File: config.mk
export PLATFORM = sky130hd
export DESIGN_NAME = inst_fetch_ctrl_flat
export DESIGN_NICKNAME = d
export VERILOG_FILES = /design/src/rtl/inst_fetch_ctrl_pkg.sv /design/src/rtl/inst_fetch_ctrl_if.sv /design/src/rtl/inst_fetch_ctrl.sv /design/src/flat_wrapper.sv
export SDC_FILE = /design/constraint.sdc
export NUM_CORES = 1
export LEC_CHECK = 0
export CORE_MARGIN = 5
export CORE_UTILIZATION = 47
export DETAILED_ROUTE_END_ITERATION = 8
export PLACE_DENSITY = 0.87
export SLEW_MARGIN = 10
export SYNTH_ARGS = -nofsm -noshare
export SYNTH_HDL_FRONTEND = slang
export SYNTH_SLANG_ARGS = --single-unit
File: constraint.sdc
create_clock -name clk -period 3.7 [get_ports clk]
set_input_delay 0.555 -clock clk [delete_from_list [all_inputs] [get_ports clk]]
set_output_delay 0.555 -clock clk [all_outputs]
set_load 0.02 [all_outputs]
File: src/rtl/inst_fetch_ctrl_pkg.sv
// inst_fetch_ctrl_pkg
//   Shared definitions for the fetch-stage controller:
//     fetch_state_e  - FSM state encoding (3 bits)
//     RESET_PC       - PC value the core starts fetching from after reset
//     NOP            - instruction word driven on instrF when nothing valid
//     is_misaligned  - word-alignment check on the two low PC bits
package inst_fetch_ctrl_pkg;

    typedef enum logic [2:0] {
        S_IDLE    = 3'd0,
        S_REQ     = 3'd1,
        S_WAIT    = 3'd2,
        S_FULL    = 3'd3,
        S_DRAIN_A = 3'd4,
        S_DRAIN_D = 3'd5
    } fetch_state_e;

    localparam logic [31:0] RESET_PC = 32'hbfc0_0000;
    localparam logic [31:0] NOP      = 32'h0000_0000;

    function automatic logic is_misaligned(input logic [1:0] pc_low);
        return pc_low != 2'b00;
    endfunction

endpackage

File: src/rtl/inst_fetch_ctrl_if.sv
// inst_fetch_ctrl_if
//   SRAM-like instruction read bus (one outstanding transaction).
//   Signals:
//     inst_req      master->slave  read request, held until inst_addr_ok
//     inst_addr     master->slave  request address
//     inst_addr_ok  slave->master  request accepted
//     inst_data_ok  slave->master  read data valid
//     inst_rdata    slave->master  read data
//   Modports: master (fetch controller), slave (memory side).
interface inst_fetch_ctrl_if #(
    parameter int WIDTH = 32
);
    logic             inst_req;
    logic [WIDTH-1:0] inst_addr;
    logic             inst_addr_ok;
    logic             inst_data_ok;
    logic [WIDTH-1:0] inst_rdata;

    modport master (
        output inst_req,
        output inst_addr,
        input  inst_addr_ok,
        input  inst_data_ok,
        input  inst_rdata
    );

    modport slave (
        input  inst_req,
        input  inst_addr,
        output inst_addr_ok,
        output inst_data_ok,
        output inst_rdata
    );
endinterface

File: src/rtl/inst_fetch_ctrl.sv
// inst_fetch_ctrl
//   Fetch-stage controller between the PC register and the instruction bus.
//   Issues one read per PC, hands the instruction to decode, and holds the
//   PC (stallF) while a fetch is in flight or decode is stalled. A redirect
//   (flushF) drains and discards whatever transaction is outstanding.
//   Ports:
//     clk, rst      clock, synchronous active-high reset
//     pcF, ceF      current PC and PC-register valid
//     flushF        redirect: drop the current fetch
//     stallD        decode cannot accept instrF this cycle
//     bus           instruction read bus (master side)
//     instrF        fetched instruction (NOP when not valid)
//     instr_validF  instrF valid this cycle
//     adelF         address error: pcF not word aligned
//     stallF        hold the PC register
module inst_fetch_ctrl
    import inst_fetch_ctrl_pkg::*;
#(
    parameter int WIDTH = 32
) (
    input  logic                     clk,
    input  logic                     rst,
    input  logic [WIDTH-1:0]         pcF,
    input  logic                     ceF,
    input  logic                     flushF,
    input  logic                     stallD,
    inst_fetch_ctrl_if.master        bus,
    output logic [WIDTH-1:0]         instrF,
    output logic                     instr_validF,
    output logic                     adelF,
    output logic                     stallF
);

    fetch_state_e     state_reg, state_next;
    logic [WIDTH-1:0] addr_q_reg, addr_q_next;
    logic [WIDTH-1:0] buffer_reg, buffer_next;
    logic             misaligned;

    assign misaligned = is_misaligned(pcF[1:0]);

    always_ff @(posedge clk) begin
        if (rst) begin
            state_reg  <= S_IDLE;
            addr_q_reg <= '0;
            buffer_reg <= '0;
        end else begin
            state_reg  <= state_next;
            addr_q_reg <= addr_q_next;
            buffer_reg <= buffer_next;
        end
    end

    always_comb begin
        state_next    = state_reg;
        addr_q_next   = addr_q_reg;
        buffer_next   = buffer_reg;
        bus.inst_req  = 1'b0;
        bus.inst_addr = addr_q_reg;
        instrF        = WIDTH'(NOP);
        instr_validF  = 1'b0;
        adelF         = 1'b0;
        stallF        = 1'b0;

        unique case (state_reg)
            S_IDLE: begin
                if (ceF) state_next = S_REQ;
            end

            S_REQ: begin
                // addr_q tracks the PC presented so a redirected request
                // can keep its original address until it is accepted.
                addr_q_next = pcF;
                if (misaligned) begin
                    // Address error completes locally; no bus request.
                    if (!flushF) begin
                        instr_validF = 1'b1;
                        adelF        = 1'b1;
                        stallF       = stallD;
                    end
                end else begin
                    bus.inst_req  = 1'b1;
                    bus.inst_addr = pcF;
                    stallF        = !flushF;
                    if (bus.inst_addr_ok)
                        state_next = flushF ? S_DRAIN_D : S_WAIT;
                    else if (flushF)
                        state_next = S_DRAIN_A;
                end
            end

            S_WAIT: begin
                if (flushF) begin
                    state_next = bus.inst_data_ok ? S_REQ : S_DRAIN_D;
                end else if (bus.inst_data_ok && !stallD) begin
                    instrF       = bus.inst_rdata;
                    instr_validF = 1'b1;
                    state_next   = S_REQ;
                end else begin
                    stallF = 1'b1;
                    if (bus.inst_data_ok) begin
                        buffer_next = bus.inst_rdata;
                        state_next  = S_FULL;
                    end
                end
            end

            S_FULL: begin
                if (flushF) begin
                    state_next = S_REQ;
                end else begin
                    instrF       = buffer_reg;
                    instr_validF = 1'b1;
                    stallF       = stallD;
                    if (!stallD) state_next = S_REQ;
                end
            end

            // Drain states ignore a further flush except for releasing the
            // PC that cycle, so the newest redirect target gets loaded.
            S_DRAIN_A: begin
                bus.inst_req  = 1'b1;
                bus.inst_addr = addr_q_reg;
                stallF        = !flushF;
                if (bus.inst_addr_ok) state_next = S_DRAIN_D;
            end

            S_DRAIN_D: begin
                stallF = !flushF;
                if (bus.inst_data_ok) state_next = S_REQ;
            end

            default: state_next = S_IDLE;
        endcase
    end

endmodule

File: src/flat_wrapper.sv
// flat-port wrapper written by rule: the top's interface ports become plain ports
module inst_fetch_ctrl_flat import inst_fetch_ctrl_pkg::*;
#(
    parameter int WIDTH = 32
)
  (clk, rst, pcF, ceF, flushF, stallD, instrF, instr_validF, adelF, stallF, bus_inst_req, bus_inst_addr, bus_inst_addr_ok, bus_inst_data_ok, bus_inst_rdata);
  inst_fetch_ctrl_if #(.WIDTH(WIDTH)) bus_i ();
  input  logic clk;
  input  logic rst;
  input  logic [WIDTH-1:0] pcF;
  input  logic ceF;
  input  logic flushF;
  input  logic stallD;
  output logic [WIDTH-1:0] instrF;
  output logic instr_validF;
  output logic adelF;
  output logic stallF;
  output wire logic [$bits(bus_i.inst_req)-1:0] bus_inst_req;
  output wire logic [$bits(bus_i.inst_addr)-1:0] bus_inst_addr;
  input wire logic [$bits(bus_i.inst_addr_ok)-1:0] bus_inst_addr_ok;
  input wire logic [$bits(bus_i.inst_data_ok)-1:0] bus_inst_data_ok;
  input wire logic [$bits(bus_i.inst_rdata)-1:0] bus_inst_rdata;
  assign bus_inst_req = bus_i.inst_req;
  assign bus_inst_addr = bus_i.inst_addr;
  assign bus_i.inst_addr_ok = bus_inst_addr_ok;
  assign bus_i.inst_data_ok = bus_inst_data_ok;
  assign bus_i.inst_rdata = bus_inst_rdata;
  inst_fetch_ctrl #(.WIDTH(WIDTH)) u_core (.clk(clk), .rst(rst), .pcF(pcF), .ceF(ceF), .flushF(flushF), .stallD(stallD), .bus(bus_i), .instrF(instrF), .instr_validF(instr_validF), .adelF(adelF), .stallF(stallF));
endmodule
==> flow_metrics.tcl, run 1 <==
set metrics [dict create \
    status "finished clean" \
    final_layout_size_suffix_gt1_frac 0.0653 \
    io_buffers 138 \
    ant_nets 0 \
    min-delay-start "u_core.addr_q_reg[3]" \
    max_cap_viol_count 0 \
    pre_cts_ws_ns 0.295 \
    syn-mean-instance-area_sq_um 7.65 \
    arrival_ns 2.83 \
    hold_depth 2 \
    min_period_ns 3.39 \
    r2r-end "u_core.state_reg[1]" \
    clock_skew_ns 0.00709 \
    drc_errors 0 \
    gp_congestion 0.843 \
    layout_common_cells "clkdlybuf4s50_1, nand2_1, a21oi_1, dfxtp_1, nor2_1" \
    cts_tree "built" \
    ys_types 37 \
    synth-seq-cells 67 \
    r2r_slack_ns 1.53 \
    dp_cells 652 \
    grt_antenna_before_repair 0 \
    drtIter0Drc 169 \
    final_hold_viol_count 0 \
    path_clk_slew_ns 0.06 \
    peakVddDrop_mv 0.375 \
    crit_path_end_kind "primary output" \
    ioPinCount 139 \
    critical_path_class "in -> out" \
    die-area_sq_mm 0.00899 \
    grt_overflow 0 \
    die_w_microns 94.8 \
    cts.sinks 67 \
    power_mw 2.49 \
    nFillCells 605 \
    cts.path.max_buffers 2 \
    avgRoutedWirePerCell_microns 14.3 \
    ff2ff_path_depth 6 \
    drv_slew 0 \
    die_h_microns 94.8 \
    setup_violations 0 \
    crit_required_ns 3.14 \
    setup_slack_ns 0.310 \
    grt_usage 0.209 \
    tightest_slew_ns 0.714 \
    reg2reg_from "u_core.state_reg[0]" \
    ctsHoldBuffers 0 \
    routed_via_density 5.24 \
    final_common_cell "clkdlybuf4s50_1" \
    totalNegativeSetupSlack_ns 0 \
    cts_inserted_buffers 9 \
    hp-class "reg -> reg" \
    wl_microns 9500 \
    yosys_warnings 0 \
    vias 3487 \
    dr.pass1.iters 5 \
    grt_pass1_vias 3306 \
    netlist_instances 442 \
    critPathMaxFanout 32 \
    maxSlewHeadroom 0.524 \
    powerDensity_mw_per_mm2 501 \
    rsz0062_at_grt "false" \
    post_cts_buffers 0 \
    initial_core_util 0.474 \
    instances_no_fill 666 \
    placed_area_sq_mm 0.00478 \
    min_to "u_core.addr_q_reg[3]" \
    cts-root-buf "clkbuf_8" \
    netlist_area_sq_mm 0.00338 \
    leakage_nw 1.68 \
    final_area_sq_mm 0.00496 \
    grt_pass1_wl_microns 15100 \
    ys_seq_area_frac 0.397 \
    htree_levels 3 \
    max_freq_mhz 295 \
    area_growth_syn_to_layout_pct 46.9 \
    antenna_cells 0 \
    core_area_sq_mm 0.00714 \
    ctsResizeCount 0 \
    synth_nets 513 \
    dp_hpwl_microns 6690 \
    num_rows 31 \
    clkLatencyLatePin_ns 0.33 \
    cp-start-kind "input port" \
    nNetsFinal 635 \
    grt_max_degree 68 \
    fin_crit_sh 0.916 \
]
-- Yosys cell counts --
library cell,count,area share
a211o_1,1,0.0026
a21oi_1,67,0.099
a21oi_2,1,0.0026
a22oi_1,32,0.071
a311oi_1,1,0.0026
a31oi_1,1,0.0019
and2_1,2,0.0037
and2b_1,3,0.0067
buf_2,4,0.0059
buf_4,8,0.018
buf_6,1,0.0033
clkbuf_1,22,0.024
dfxtp_1,67,0.40
inv_1,3,0.0033
mux2_1,27,0.090
mux2_2,4,0.013
mux2_4,1,0.0044
nand2_1,133,0.15
nand2_2,1,0.0019
nand2b_1,1,0.0019
nand3_1,2,0.0030
nand3_2,1,0.0030
nand3b_1,2,0.0044
nand4_1,1,0.0019
nor2_1,37,0.041
nor2_2,3,0.0056
nor2b_1,2,0.0037
nor3_1,1,0.0015
nor3b_1,2,0.0044
nor3b_4,1,0.0056
o2111ai_4,1,0.0078
o21ai_0,4,0.0059
o21ai_1,1,0.0015
o21ai_2,1,0.0026
o22a_1,1,0.0026
o31ai_1,1,0.0022
or2b_1,1,0.0022
-- final cells by class --
cell class / count / area [sq um] / area share
multi-input cells: 337 / 1860 / 0.374
clock inverters: 3 / 40.0 / 0.00806
clock buffers: 11 / 141 / 0.0285
well taps: 99 / 124 / 0.0249
inverters: 3 / 11.3 / 0.00227
repair buffers: 146 / 1450 / 0.292
flip-flops and latches: 67 / 1340 / 0.270
-- worst max-delay path by stage --
stage / startpoint / endpoint / slack [ns] / cells past startpoint
after floorplan: flushF / instrF[10] / 1.58 / 6
final: flushF / instrF[29] / 0.31 / 8
after global routing: u_core.state_reg[0] / bus_inst_addr[9] / 0.16 / 5
after global placement: flushF / instrF[11] / 0.38 / 8
after CTS: flushF / instrF[29] / 0.31 / 8
after detailed placement: flushF / instrF[29] / 0.30 / 8
-- where the power goes --
part	leakage, nW	switching [mW]	internal, mW	total, mW
Sequential	0.543	0.0764	0.816	0.892
Clock	0.0950	0.252	0.320	0.572
Combinational	1.04	0.547	0.476	1.02
-- cell families (layout without fill, tap and decap cells) --
kind of cell | after synthesis | count (layout) | synth area share
buffers and inverters | 38 | 163 | 0.0548
AND/OR/NAND/NOR | 193 | 193 | 0.238
multiplexers | 32 | 32 | 0.108
flip-flops | 67 | 67 | 0.397
AO/OA/AOI/OAI | 112 | 112 | 0.203
-- per-layer routing --
layer  routed length (microns)  global-route usage  vias to the layer above
met2                      4930               0.373                      105
met3                       465              0.0295                       11
met1                      3950               0.254                     1635
met4                       151              0.0733                        0
met5                         0                   0                        -
li1                          -                   -                     1736
-- through the flow --
stage	utilization	hold slack [ns]
after floorplan	-	0.432
after global placement	0.670	0.439
after detailed placement	0.670	0.447
after CTS	0.695	0.455
after global routing	0.696	0.474
final	0.696	0.454
-- critical path: stages --
cell and delay, ns:
clkdlybuf4s50_1 0.54, nor2_1 0.25, nand3_1 0.16, nor2_2 0.11, buf_4 0.32, a22oi_1 0.12, nor2_1 0.13, clkdlybuf4s50_1 0.63
Power figures use the tool's default switching activity.
==> run 2, diff against run 1 <==
--- a/config.mk
+++ b/config.mk
@@ -8,6 +8,7 @@
 export CORE_MARGIN = 5
 export CORE_UTILIZATION = 47
 export DETAILED_ROUTE_END_ITERATION = 8
+export HOLD_SLACK_MARGIN = 0.03
 export PLACE_DENSITY = 0.87
 export SLEW_MARGIN = 10
 export SYNTH_ARGS = -nofsm -noshare
==> constraint.sdc (replaced) <==
create_clock -name clk -period 4.31 [get_ports clk]
set_input_delay 0.6465 -clock clk [delete_from_list [all_inputs] [get_ports clk]]
set_output_delay 0.6465 -clock clk [all_outputs]
set_load 0.02 [all_outputs]
==> run 2 against run 1 <==
Against the previous run: clock skew barely moved; clock-buffer cell count is 1 higher; final cell count is the same; global-route usage up 0.51 points; first-iteration DRC count fell by 2.4%; critical path depth decreased by 3; routed wire length grew 0.81%; sequential cell count did not move; critical path type is now reg -> out.
==> flow_metrics.tcl, run 2 (synthesis results as in run 1) <==
set metrics [dict create \
    critPathMaxFanout 35 \
    hold-worst-slack_ns 0.451 \
    avgRoutedWirePerCell_microns 14.4 \
    wl_microns 9570 \
    cts.sinks 67 \
    initial_core_util 0.474 \
    final_hold_viol_count 0 \
    cpPeakStageDelay_ns 0.60 \
    leakage_nw 1.66 \
    vias 3483 \
    gp_congestion 0.802 \
    ant_nets 0 \
    drv_slew 0 \
    maxSlewHeadroom 0.290 \
    final_common_cell "clkdlybuf4s50_1" \
    fin_crit_sh 0.882 \
    antenna_cells 0 \
    io_buffers 138 \
    crit_buf_inv 2 \
    critical_path_class "reg -> out" \
    routed_via_density 5.23 \
    crit_slowest_cell "dfxtp_1" \
    cts-root-buf "clkbuf_8" \
    rsz0062_at_grt "false" \
    layout_common_cells "clkdlybuf4s50_1, nand2_1, a21oi_1, dfxtp_1, nor2_1" \
    dp_hpwl_microns 6690 \
    peakVddDrop_mv 0.405 \
    grt_usage 0.214 \
    tightest_slew_ns 1.06 \
    hp-class "reg -> reg" \
    max_freq_mhz 263 \
    crit_path_end_kind "primary output" \
    grt_max_degree 68 \
    powerDensity_mw_per_mm2 433 \
    ctsResizeCount 0 \
    status "finished clean" \
    reg2reg_from "u_core.state_reg[0]" \
    min_period_ns 3.80 \
    ctsHoldBuffers 0 \
    arrival_ns 3.15 \
    fin_util 0.694 \
    core_area_sq_mm 0.00714 \
    cts.path.max_buffers 2 \
    clock_skew_ns 0.00728 \
    path_clk_slew_ns 0.07 \
    cp-start-kind "flip-flop" \
    grt_pass1_wl_microns 15500 \
    grt_pass1_vias 3468 \
    path_delay_family "buffers and inverters" \
    crit_required_ns 3.66 \
    die_h_microns 94.8 \
    cts_tree "built" \
    cp_cell_sequence "nor3b_4, buf_4, nand2_2, mux2_1, clkdlybuf4s50_1" \
    startpoint "u_core.state_reg[0]" \
    die-area_sq_mm 0.00899 \
    nNetsFinal 633 \
    htree_levels 3 \
    min-delay-start "u_core.addr_q_reg[24]" \
    grt_overflow 0 \
    drc_errors 0 \
    dr.pass1.iters 5 \
    ioPinCount 139 \
    setup_violations 0 \
    die_w_microns 94.8 \
    grt_antenna_before_repair 0 \
    final_layout_size_suffix_gt1_frac 0.0635 \
    clkLatencyLatePin_ns 0.33 \
    totalNegativeSetupSlack_ns 0 \
    post_cts_buffers 0 \
    drtIter0Drc 165 \
    num_rows 31 \
    max_cap_viol_count 0 \
    area_growth_syn_to_layout_pct 46.5 \
    cts_inserted_buffers 9 \
]
==> run 2: cell type report <==
type,count,area (sq um)
repair buffers,144,1420
multi-input cells,337,1860
well taps,99,124
clock inverters,4,50.0
clock buffers,12,145
flip-flops and latches,67,1340
fillers,626,2190
inverters,3,11.3
==> run 2: final timing paths <==
kind	end	slack [ns]	depth (start not counted)
worst min-delay path	u_core.addr_q_reg[24]	0.45	2
worst max-delay path	bus_inst_addr[22]	0.51	5
worst max register to register	u_core.state_reg[1]	2.31	6
worst min register to register	u_core.addr_q_reg[24]	0.45	2
==> run 2: report_power, final <==
group          leakage, nW  internal [mW]  total (mW)  switching, mW
clock               0.0926          0.282       0.510          0.228
combinational         1.03          0.403       0.870          0.467
sequential           0.543          0.700       0.764         0.0644
total                 1.66           1.39        2.14          0.759
==> run 2: metal layers <==
layer	share of wire	GRT usage	vias to the layer above
li1	-	-	1737
met5	0	0	-
met1	0.41	0.254	1610
met2	0.52	0.375	122
met4	0.018	0.0757	0
met3	0.053	0.0510	14
==> run 2: stage by stage <==
| step | worst slack, ns | power [mW] | cell area, sq um | instances |
|---|---|---|---|---|
| floorplan | 2.01 | 1.30 | 3380 | 442 |
| global placement | 0.778 | 1.63 | 4750 | 650 |
| detailed placement | 0.720 | 1.65 | 4750 | 650 |
| CTS | 0.476 | 2.17 | 4950 | 666 |
| global route | 0.287 | 2.27 | 4950 | 666 |
| finish | 0.509 | 2.14 | 4950 | 666 |
==> run 2: worst min-delay path, stage by stage (launching register included) <==
cell	delay (ns)
dfxtp_1	0.31
nand2_1	0.05
a21oi_1	0.05
